$ cat src/rtl/issue_ctrl.sv
// In-order dual-issue control with a register scoreboard.
// Accepts decode slots against busy registers, busy units and intra-pair conflicts.
module issue_ctrl #(
   parameter int FRONTEND_WIDTH = 2,
   parameter int NB_UNIT        = 6,
   parameter int NB_REGS        = 5
) (
   input  logic                              clk,
   input  logic                              rst,
   input  logic [FRONTEND_WIDTH-1:0]         dec_valid_i,
   input  logic [FRONTEND_WIDTH*NB_UNIT-1:0] dec_unit_i,
   input  logic [FRONTEND_WIDTH*NB_REGS-1:0] dec_rs1_i,
   input  logic [FRONTEND_WIDTH*NB_REGS-1:0] dec_rs2_i,
   input  logic [FRONTEND_WIDTH*NB_REGS-1:0] dec_rd_i,
   input  logic [FRONTEND_WIDTH-1:0]         dec_rs1_v_i,
   input  logic [FRONTEND_WIDTH-1:0]         dec_rs2_v_i,
   input  logic [FRONTEND_WIDTH-1:0]         dec_rd_v_i,
   output logic [FRONTEND_WIDTH-1:0]         dec_accept_o,
   input  logic [NB_UNIT-1:0]                unit_busy_i,
   input  logic [1:0]                        wb_valid_i,
   input  logic [2*NB_REGS-1:0]              wb_rd_i,
   input  logic                              flush_i,
   output logic [FRONTEND_WIDTH-1:0]         iss_valid_o,
   output logic [FRONTEND_WIDTH*NB_UNIT-1:0] iss_unit_o,
   output logic [FRONTEND_WIDTH*NB_REGS-1:0] iss_rd_o,
   output logic [31:0]                       sb_stall_cnt_o
);

   localparam int FW = FRONTEND_WIDTH;
   localparam logic [NB_UNIT-1:0] ALU_M = NB_UNIT'(1);

   logic [NB_UNIT-1:0] unit_w [FW];
   logic [NB_REGS-1:0] rs1_w  [FW];
   logic [NB_REGS-1:0] rs2_w  [FW];
   logic [NB_REGS-1:0] rd_w   [FW];
   logic [FW-1:0]      hz;
   logic [FW-1:0]      ubusy;
   logic [FW-1:0]      acc;

   logic [31:0] busy_q, busy_d;
   logic [31:0] wb_clr, eff_busy;
   logic [FW-1:0]         iss_valid_q, iss_valid_d;
   logic [FW*NB_UNIT-1:0] iss_unit_q, iss_unit_d;
   logic [FW*NB_REGS-1:0] iss_rd_q, iss_rd_d;
   logic [31:0] stall_cnt_q, stall_cnt_d;
   logic        chain_ok;
   logic        pair_blk;

   for (genvar g = 0; g < FW; g++) begin : g_slot
      assign unit_w[g] = dec_unit_i[g*NB_UNIT +: NB_UNIT];
      assign rs1_w[g]  = dec_rs1_i[g*NB_REGS +: NB_REGS];
      assign rs2_w[g]  = dec_rs2_i[g*NB_REGS +: NB_REGS];
      assign rd_w[g]   = dec_rd_i[g*NB_REGS +: NB_REGS];
      assign hz[g] = (dec_rs1_v_i[g] & eff_busy[rs1_w[g]])
                   | (dec_rs2_v_i[g] & eff_busy[rs2_w[g]])
                   | (dec_rd_v_i[g]  & eff_busy[rd_w[g]]);
      assign ubusy[g] = |(unit_w[g] & unit_busy_i);
   end

   // Same-cycle writebacks release their registers before hazard checks
   always_comb begin
      wb_clr = '0;
      for (int p = 0; p < 2; p++)
         if (wb_valid_i[p])
            wb_clr[wb_rd_i[p*NB_REGS +: NB_REGS]] = 1'b1;
   end

   assign eff_busy = busy_q & ~wb_clr;

   // In-order accept chain with intra-group RAW/WAW and unit conflicts
   always_comb begin
      acc      = '0;
      chain_ok = ~rst & ~flush_i;
      pair_blk = 1'b0;
      for (int i = 0; i < FW; i++) begin
         pair_blk = 1'b0;
         for (int j = 0; j < i; j++) begin
            if (dec_rd_v_i[j] && rd_w[j] != '0 &&
                ((dec_rs1_v_i[i] && rs1_w[i] == rd_w[j]) ||
                 (dec_rs2_v_i[i] && rs2_w[i] == rd_w[j]) ||
                 (dec_rd_v_i[i]  && rd_w[i]  == rd_w[j])))
               pair_blk = 1'b1;
            if (|(unit_w[i] & unit_w[j] & ~ALU_M))
               pair_blk = 1'b1;
         end
         chain_ok = chain_ok & dec_valid_i[i] & ~hz[i]
                  & ~ubusy[i] & ~pair_blk;
         acc[i] = chain_ok;
      end
   end

   // Scoreboard next state: clear on writeback, set on accept, flush wipes
   always_comb begin
      busy_d = eff_busy;
      for (int i = 0; i < FW; i++)
         if (acc[i] && dec_rd_v_i[i])
            busy_d[rd_w[i]] = 1'b1;
      busy_d[0] = 1'b0;
      if (flush_i)
         busy_d = '0;
   end

   // Issue registers capture accepted slots, stall counter saturates
   always_comb begin
      iss_valid_d = acc;
      iss_unit_d  = iss_unit_q;
      iss_rd_d    = iss_rd_q;
      for (int i = 0; i < FW; i++)
         if (acc[i]) begin
            iss_unit_d[i*NB_UNIT +: NB_UNIT] = unit_w[i];
            iss_rd_d[i*NB_REGS +: NB_REGS]   = rd_w[i];
         end
      stall_cnt_d = stall_cnt_q;
      if (dec_valid_i[0] && hz[0] && !flush_i && stall_cnt_q != '1)
         stall_cnt_d = stall_cnt_q + 32'd1;
   end

   // State registers with synchronous reset
   always_ff @(posedge clk) begin
      if (rst) begin
         busy_q      <= '0;
         iss_valid_q <= '0;
         iss_unit_q  <= '0;
         iss_rd_q    <= '0;
         stall_cnt_q <= '0;
      end else begin
         busy_q      <= busy_d;
         iss_valid_q <= iss_valid_d;
         iss_unit_q  <= iss_unit_d;
         iss_rd_q    <= iss_rd_d;
         stall_cnt_q <= stall_cnt_d;
      end
   end

   assign dec_accept_o   = acc;
   assign iss_valid_o    = iss_valid_q;
   assign iss_unit_o     = iss_unit_q;
   assign iss_rd_o       = iss_rd_q;
   assign sb_stall_cnt_o = stall_cnt_q;

endmodule

$ cat config.mk
export PLATFORM = sky130hd
export DESIGN_NAME = issue_ctrl
export DESIGN_NICKNAME = d
export VERILOG_FILES = /design/src/rtl/issue_ctrl.sv
export SDC_FILE = /design/constraint.sdc
export NUM_CORES = 1
export LEC_CHECK = 0
export BUFFER_PORTS_ARGS = -buffer_cell sky130_fd_sc_hd__buf_4
export CORE_MARGIN = 2
export CORE_UTILIZATION = 58
export CTS_BUF_LIST = sky130_fd_sc_hd__clkbuf_16
export DETAILED_ROUTE_END_ITERATION = 10
export PLACE_DENSITY = 0.81
export SLEW_MARGIN = 20
export SYNTH_ARGS = -nofsm -noshare
export SYNTH_HDL_FRONTEND = slang
export SYNTH_SLANG_ARGS = --single-unit
export TNS_END_PERCENT = 100
$ cat constraint.sdc
create_clock -name clk -period 3.05 [get_ports clk]
set_input_delay 0.1525 -clock clk [delete_from_list [all_inputs] [get_ports clk]]
set_output_delay 0.1525 -clock clk [all_outputs]
set_load 0.1 [all_outputs]
# After elaboration in Yosys (flattened, before gate mapping)
# Cells that the tools add are included.
op_classes:
  addsub: 1
  multipliers: 0
  div_mod_pow: 0
  order_cmp: 12
  eq_ne: 4
  shifts: 0
  n_mux: 26
  n_bitwise: 33
  n_reduce_logical: 22
ops:
  columns: ["cell", "count"]
  rows:
  - ["$mux W32", 4]
  - ["$or A32 B32 Y32", 3]
  - ["$lt A5 B6 Y1 const B", 8]
  - ["$add A32 B1 Y32 const B", 1]
  - ["$and A32 B32 Y32", 1]
  - ["$ne A32 B32 Y1 const B", 1]
  - ["$not A32 Y32", 1]
  - ["$bmux W1 S5", 6]
  - ["$demux W1 S5", 4]
  - ["$ge A5 B1 Y1 const B", 4]
  - ["$and A6 B6 Y6", 3]
  - ["$eq A5 B5 Y1", 3]
  - ["$and A1 B1 Y1", 14]
  - ["$logic_and A1 B1 Y1", 14]
  - ["$mux W1", 12]
  - ["$reduce_or A6 Y1", 2]
  - ["$not A1 Y1", 7]
  - ["$reduce_bool A5 Y1", 1]
  - ["$reduce_or A5 Y1", 1]
  - ["$or A1 B1 Y1", 4]
  - ["$logic_or A1 B1 Y1", 2]
  - ["$reduce_or A2 Y1", 1]
  - ["$logic_not A1 Y1", 1]
totals:
  regBits: 88
  latch_bits: 0
  mem_bits_rw: 0
  romBits: 0
  input_bits: 71
  elab_cells: 106
  memories: 0

# Longest topological paths before layout
depth:
  ltp_word: 23
  depth_mapped: 14
  mapped_depth_nobuf: 9

# Worst setup path before layout
# OpenSTA, ideal clock, no wires.
synth_path:
  kind: "in2out"
  startpoint: "input port wb_valid_i[0]"
  endpoint: "output port dec_accept_o[0]"
  arrival_ns: 3.504
  t_required_ns: 2.897
  path_slack_ns: -0.606
  path_stages: 10
  n_path_buf: 2
  path_cell_list: "buf_2 or4b_1 o221ai_2 nor2_1 a2111o_1 a32o_1 nand4_1 o211ai_1 clkbuf_1 nor2_1"
synth_between:
  elab_chain_cells: 13
  word_cells_on_any_way: 19
  classes_between: "8 x mux; 11 x bitwise"
synth_lines:
  columns: ["item", "line", "rtl"]
  rows:
  - ["start, declared", "20", "input logic [1:0] wb_valid_i,"]
  - ["$mux W32 *", "64", "if (wb_valid_i[p])"]
  - ["$or A32 B32 Y32 (no line)", null, null]
  - ["$mux W32 *", "64", null]
  - ["$not A32 Y32 *", "68", "assign eff_busy = busy_q & ~wb_clr;"]
  - ["$and A32 B32 Y32 *", "68", null]
  - ["$bmux W1 S5, on equally long branches", "54, 55", null]
  - ["$mux W1, on equally long branches", "54, 55", null]
  - ["$and A1 B1 Y1, on equally long branches", "54, 55", null]
  - ["$or A1 B1 Y1", "55", "| (dec_rs2_v_i[g] & eff_busy[rs2_w[g]])"]
  - ["$or A1 B1 Y1 *", "56", "| (dec_rd_v_i[g] & eff_busy[rd_w[g]]);"]
  - ["$not A1 Y1 *", "86", "chain_ok = chain_ok & dec_valid_i[i] & ~hz[i]"]
  - ["$and A1 B1 Y1 *", "86", null]
  - ["$and A1 B1 Y1 *", "87", "& ~ubusy[i] & ~pair_blk;"]
  - ["end, declared", "18", "output logic [FRONTEND_WIDTH-1:0] dec_accept_o,"]
# Every way passes the cells marked *; elsewhere a longest branch is shown, timed or not. The select of a mux whose other input is x is not followed.

# Worst setup path after layout
layout_path:
  startpoint: "input port wb_rd_i[7]"
  endpoint: "output port dec_accept_o[1]"
layout_between:
  elab_chain_cells: 20
  word_cells_on_any_way: 39
  classes_between: "2 x order compare; 15 x mux; 21 x bitwise; 1 x reduce/logical"
layout_lines:
  columns: ["item", "line", "rtl"]
  rows:
  - ["start, declared", "21", "input logic [2*NB_REGS-1:0] wb_rd_i,"]
  - ["$lt A5 B6 Y1 (implied by the code) / $ge A5 B1 Y1 (equally long branches)", "65", "wb_clr[wb_rd_i[p*NB_REGS +: NB_REGS]] = 1'b1;"]
  - ["$logic_and A1 B1 Y1 (implied by the code)", "65", null]
  - ["$mux W1 (implied by the code)", "65", null]
  - ["$demux W1 S5 *", "65", null]
  - ["$or A32 B32 Y32 (no line) *", null, null]
  - ["$mux W32 *", "64", null]
  - ["$not A32 Y32 *", "68", null]
  - ["$and A32 B32 Y32 *", "68", null]
  - ["(+3 left out)", null, null]
  - ["$or A1 B1 Y1", "55", null]
  - ["$or A1 B1 Y1", "56", null]
  - ["$not A1 Y1", "86", null]
  - ["$and A1 B1 Y1", "86", null]
  - ["$and A1 B1 Y1", "87", null]
  - ["$and A1 B1 Y1", "86", null]
  - ["$and A1 B1 Y1 *", "86", null]
  - ["$and A1 B1 Y1 * (2 in series)", "87", null]
# Marks and branches as above.

==> flow_metrics.py <==
metrics = {
    "floorplanning": {
        "core_um2": 12100,
        "pin_count": 129,
        "die_height_um": 116,
        "core.rowCount": 40,
        "die_w_um": 116,
        "initial_core_util_pct": 59.8,
        "die-area_um2": 13400,
    },
    "min_path": {
        "hold_class": "input port to flip-flop",
        "hold_path_startpoint": "dec_unit_i[0]",
        "min_to": "iss_unit_o[0]",
        "hold_depth": 3,
    },
    "route": {
        "routed_wl_um": 31700,
        "routed-via-count": 9610,
        "initialDrtViolationCount": 1647,
        "detail_route.drc_violations": 0,
        "ant_nets": 0,
        "firstDrtPassIters": 9,
        "wl_per_cell_um": 23.2,
        "viasPerCell": 7.05,
    },
    "setup_path": {
        "slowest_delay_ns": 0.41,
        "critPathBufInv": 6,
        "r2r_end": "busy_q[31]",
        "r2r_slack_ns": 0.12,
        "ff2ff_path_depth": 11,
        "cp-end-kind": "output port",
        "cp_max_fo": 8,
        "critical_path.top_delay_family": "buffers and inverters",
        "crit_slowest_cell": "a311o_1",
        "criticalPathCategory": "input port to output port",
        "start_kind": "input port",
        "required_ns": 2.90,
        "reg2reg_from": "busy_q[31]",
        "worstPathArrival_ns": 2.94,
        "cp_common_cell": "buf_4",
        "crit_chain": "buf_4 > nand4b_1 > buf_4 > o221ai_1 > buf_4 > mux4_2 > nand2b_1 > a311o_1 > nor4_4 > nand3_2 > buf_12 > inv_1 > buf_12",
    },
    "synthesis": {
        "async_flop_share_pct": 0,
        "syn-instance-count": 999,
        "synth_area_leaders": "dfxtp_1 24%, a21oi_1 5.9%, o31ai_1 5.2%, nor2_1 4.8%, nand2_1 4.2%",
        "synth-edff-count": 0,
        "yosysTopAreaCellShare_pct": 24.0,
        "syn_avg_cell_area_um2": 7.25,
        "synth_cell_types": 70,
        "synth_seq_area_share_pct": 24.0,
        "synth_ff_type": "dfxtp_1",
        "synthesis.area_um2": 7240,
        "syn_nets": 1071,
        "yosysWarnings": 0,
        "synth_area_leader_cell": "dfxtp_1",
        "ys_ff_latch": 87,
    },
    "timing": {
        "fmax_mhz": 324,
        "fin_crit_ns": 3.09,
        "setup_slack_ns": -0.0395,
        "holdWs_ns": 0.0799,
        "maxSlewHeadroom_pct": 45.1,
        "tightest_slew_ns": 0.823,
        "fin_skew_ns": 0.00736,
        "drv_slew": 0,
        "fin_crit_sh_pct": 101,
        "setup_viol": 1,
        "hold_viol": 0,
    },
    "power_and_ir_drop": {
        "leakagePower_nw": 3.45,
        "powerDensity_nw_per_um2": 306,
        "power_frac_comb_pct": 24.3,
        "p_int_mw": 2.06,
        "p_switching_uw": 952,
        "p_sw_share_pct": 31.6,
        "seq_power_share_pct": 37.7,
        "clkPwrFrac_pct": 38.0,
        "vdd_ir_drop_max_uv": 391,
    },
    "cts": {
        "ctsHoldBuffers": 0,
        "clkLatencyLatePin_ns": 0.34,
        "clk_pin_slew_ns": 0.07,
        "clk_path_buf_depth": 2,
        "cts_buffers": 9,
        "cts.root.buffer_cell": "clkbuf_16",
        "cts-htree-levels": 3,
        "cts_tree": "done",
        "clock_sinks": 87,
    },
    "cells_and_area": {
        "layout-drive-gt1-share_pct": 31.3,
        "multi_input_area_um2": 5290,
        "area_growth_pct": 35.5,
        "finish.utilization_pct": 81.1,
        "nNetsFinal": 1263,
        "fillCellCount": 859,
        "antenna_cells": 0,
        "regArea_um2": 1790,
    },
    "status": {
        "status": "finished, violations left",
        "violations": "negative setup slack",
    },
    "placed_design": {
        "hpwl_um": 22000,
        "globalplace.congestion": 1.12,
        "port_buffers": 128,
        "dp_slack_ns": -0.212,
    },
    "global_routing": {
        "grt_max_degree": 62,
        "antenna_found_initial": 0,
        "grt_usage_pct": 45.2,
        "grt_overflow": 0,
        "grt_pass1_wl_um": 46900,
        "grt_pass1_vias": 8633,
    },
    "flow_run": {
        "drv_cap": 0,
    },
}
[cell families after synthesis]
kind of cell | after synthesis | synth area share [%]
xor+xnor | 15 | 1.81
mux | 30 | 5.49
fa+ha+maj | 1 | 0.173
simple gates | 454 | 33.2
flops | 87 | 24.0
compound gates | 310 | 29.4
buf+inv | 102 | 5.85
[routing by layer]
metal  global-route usage (%)  up-vias  share of wire, %
met1                     57.0     4361                35
li1                         -     4243                 -
met3                     11.1      197                14
met2                     69.3      809                43
met4                     28.6        0               7.6
met5                        0        -                 0
[timing repair]
item | 4_1_cts | 5_1_grt
gates cloned | 0 | 0
setup endpoints to repair | 2 | 39
gates resized for setup | 11 | 42
pin swaps | 1 | 16
setup buffers | 2 | 10
[cell type report]
type / count / area share, %
Multi-Input combinational cell: 810 / 53.9
Timing Repair Buffer: 269 / 22.1
Sequential cell: 87 / 18.2
Clock buffer: 9 / 2.29
Tap cell: 168 / 2.14
Clock inverter: 7 / 0.803
Inverter: 14 / 0.535
[flip-flops by register name, summed over array words and instances, names as in the netlist]
register	flops
busy_q	31
iss_rd_o	10
iss_unit_o	12
iss_valid_o	2
sb_stall_cnt_o	32
[cells in the mapped netlist (all sizes together), types with 19 or more instances]
library cell,instances
o21ai,50
nor2,93
dfxtp,87
nor3,44
o31ai,50
a21oi,86
o221ai,37
or4,21
nand2,82
nand4,32
nand3,60
buf,27
clkbuf,61
nor2b,19
[stage by stage]
step,setup TNS [ns],power [mW],area [um2],std cells
4_1_cts,0,2.95,9540,1354
3_3_place_gp,-1.00,1.83,9180,1336
5_1_grt,-0.143,3.08,9820,1364
3_5_place_dp,-2.34,1.83,9180,1336
2_1_floorplan,0,1.55,7290,999
6_report,-0.0395,3.01,9820,1364
[cell usage in the layout, fill, tap and decap left out, drive strengths merged, types with 37 or more instances in the layout]
cell type	n
a21oi	86
buf	269
dfxtp	87
nand2	82
nand3	60
nor2	93
nor3	44
o21ai	50
o221ai	37
o31ai	50
[power groups by stage]
stage | registers [mW] | logic [mW] | clock network, mW
2_1_floorplan | 1.18 | 0.372 | 0
3_3_place_gp | 1.16 | 0.664 | 0
3_5_place_dp | 1.16 | 0.672 | 0
4_1_cts | 1.14 | 0.680 | 1.14
5_1_grt | 1.13 | 0.768 | 1.17
6_report | 1.13 | 0.730 | 1.14
[worst max path at each step]
stage	cells past startpoint	slack [ns]	startpoint	end
after global placement	13	-0.10	wb_rd_i[5]	dec_accept_o[1]
after detailed placement	12	-0.21	wb_rd_i[2]	sb_stall_cnt_o[11]
after CTS	11	0.009	wb_rd_i[2]	dec_accept_o[0]
after global routing	13	-0.07	wb_rd_i[8]	dec_accept_o[1]
after floorplan	13	0.06	wb_valid_i[0]	dec_accept_o[1]
final	13	-0.04	wb_rd_i[7]	dec_accept_o[1]
[worst reg2reg max path, delay by kind of cell, from the launching register on]
family          cells  cell delay (ns)
flops               1             0.50
compound gates      3             0.45
simple gates        4             1.20
buf+inv             4             0.65
(Power assumes the default switching activity.)
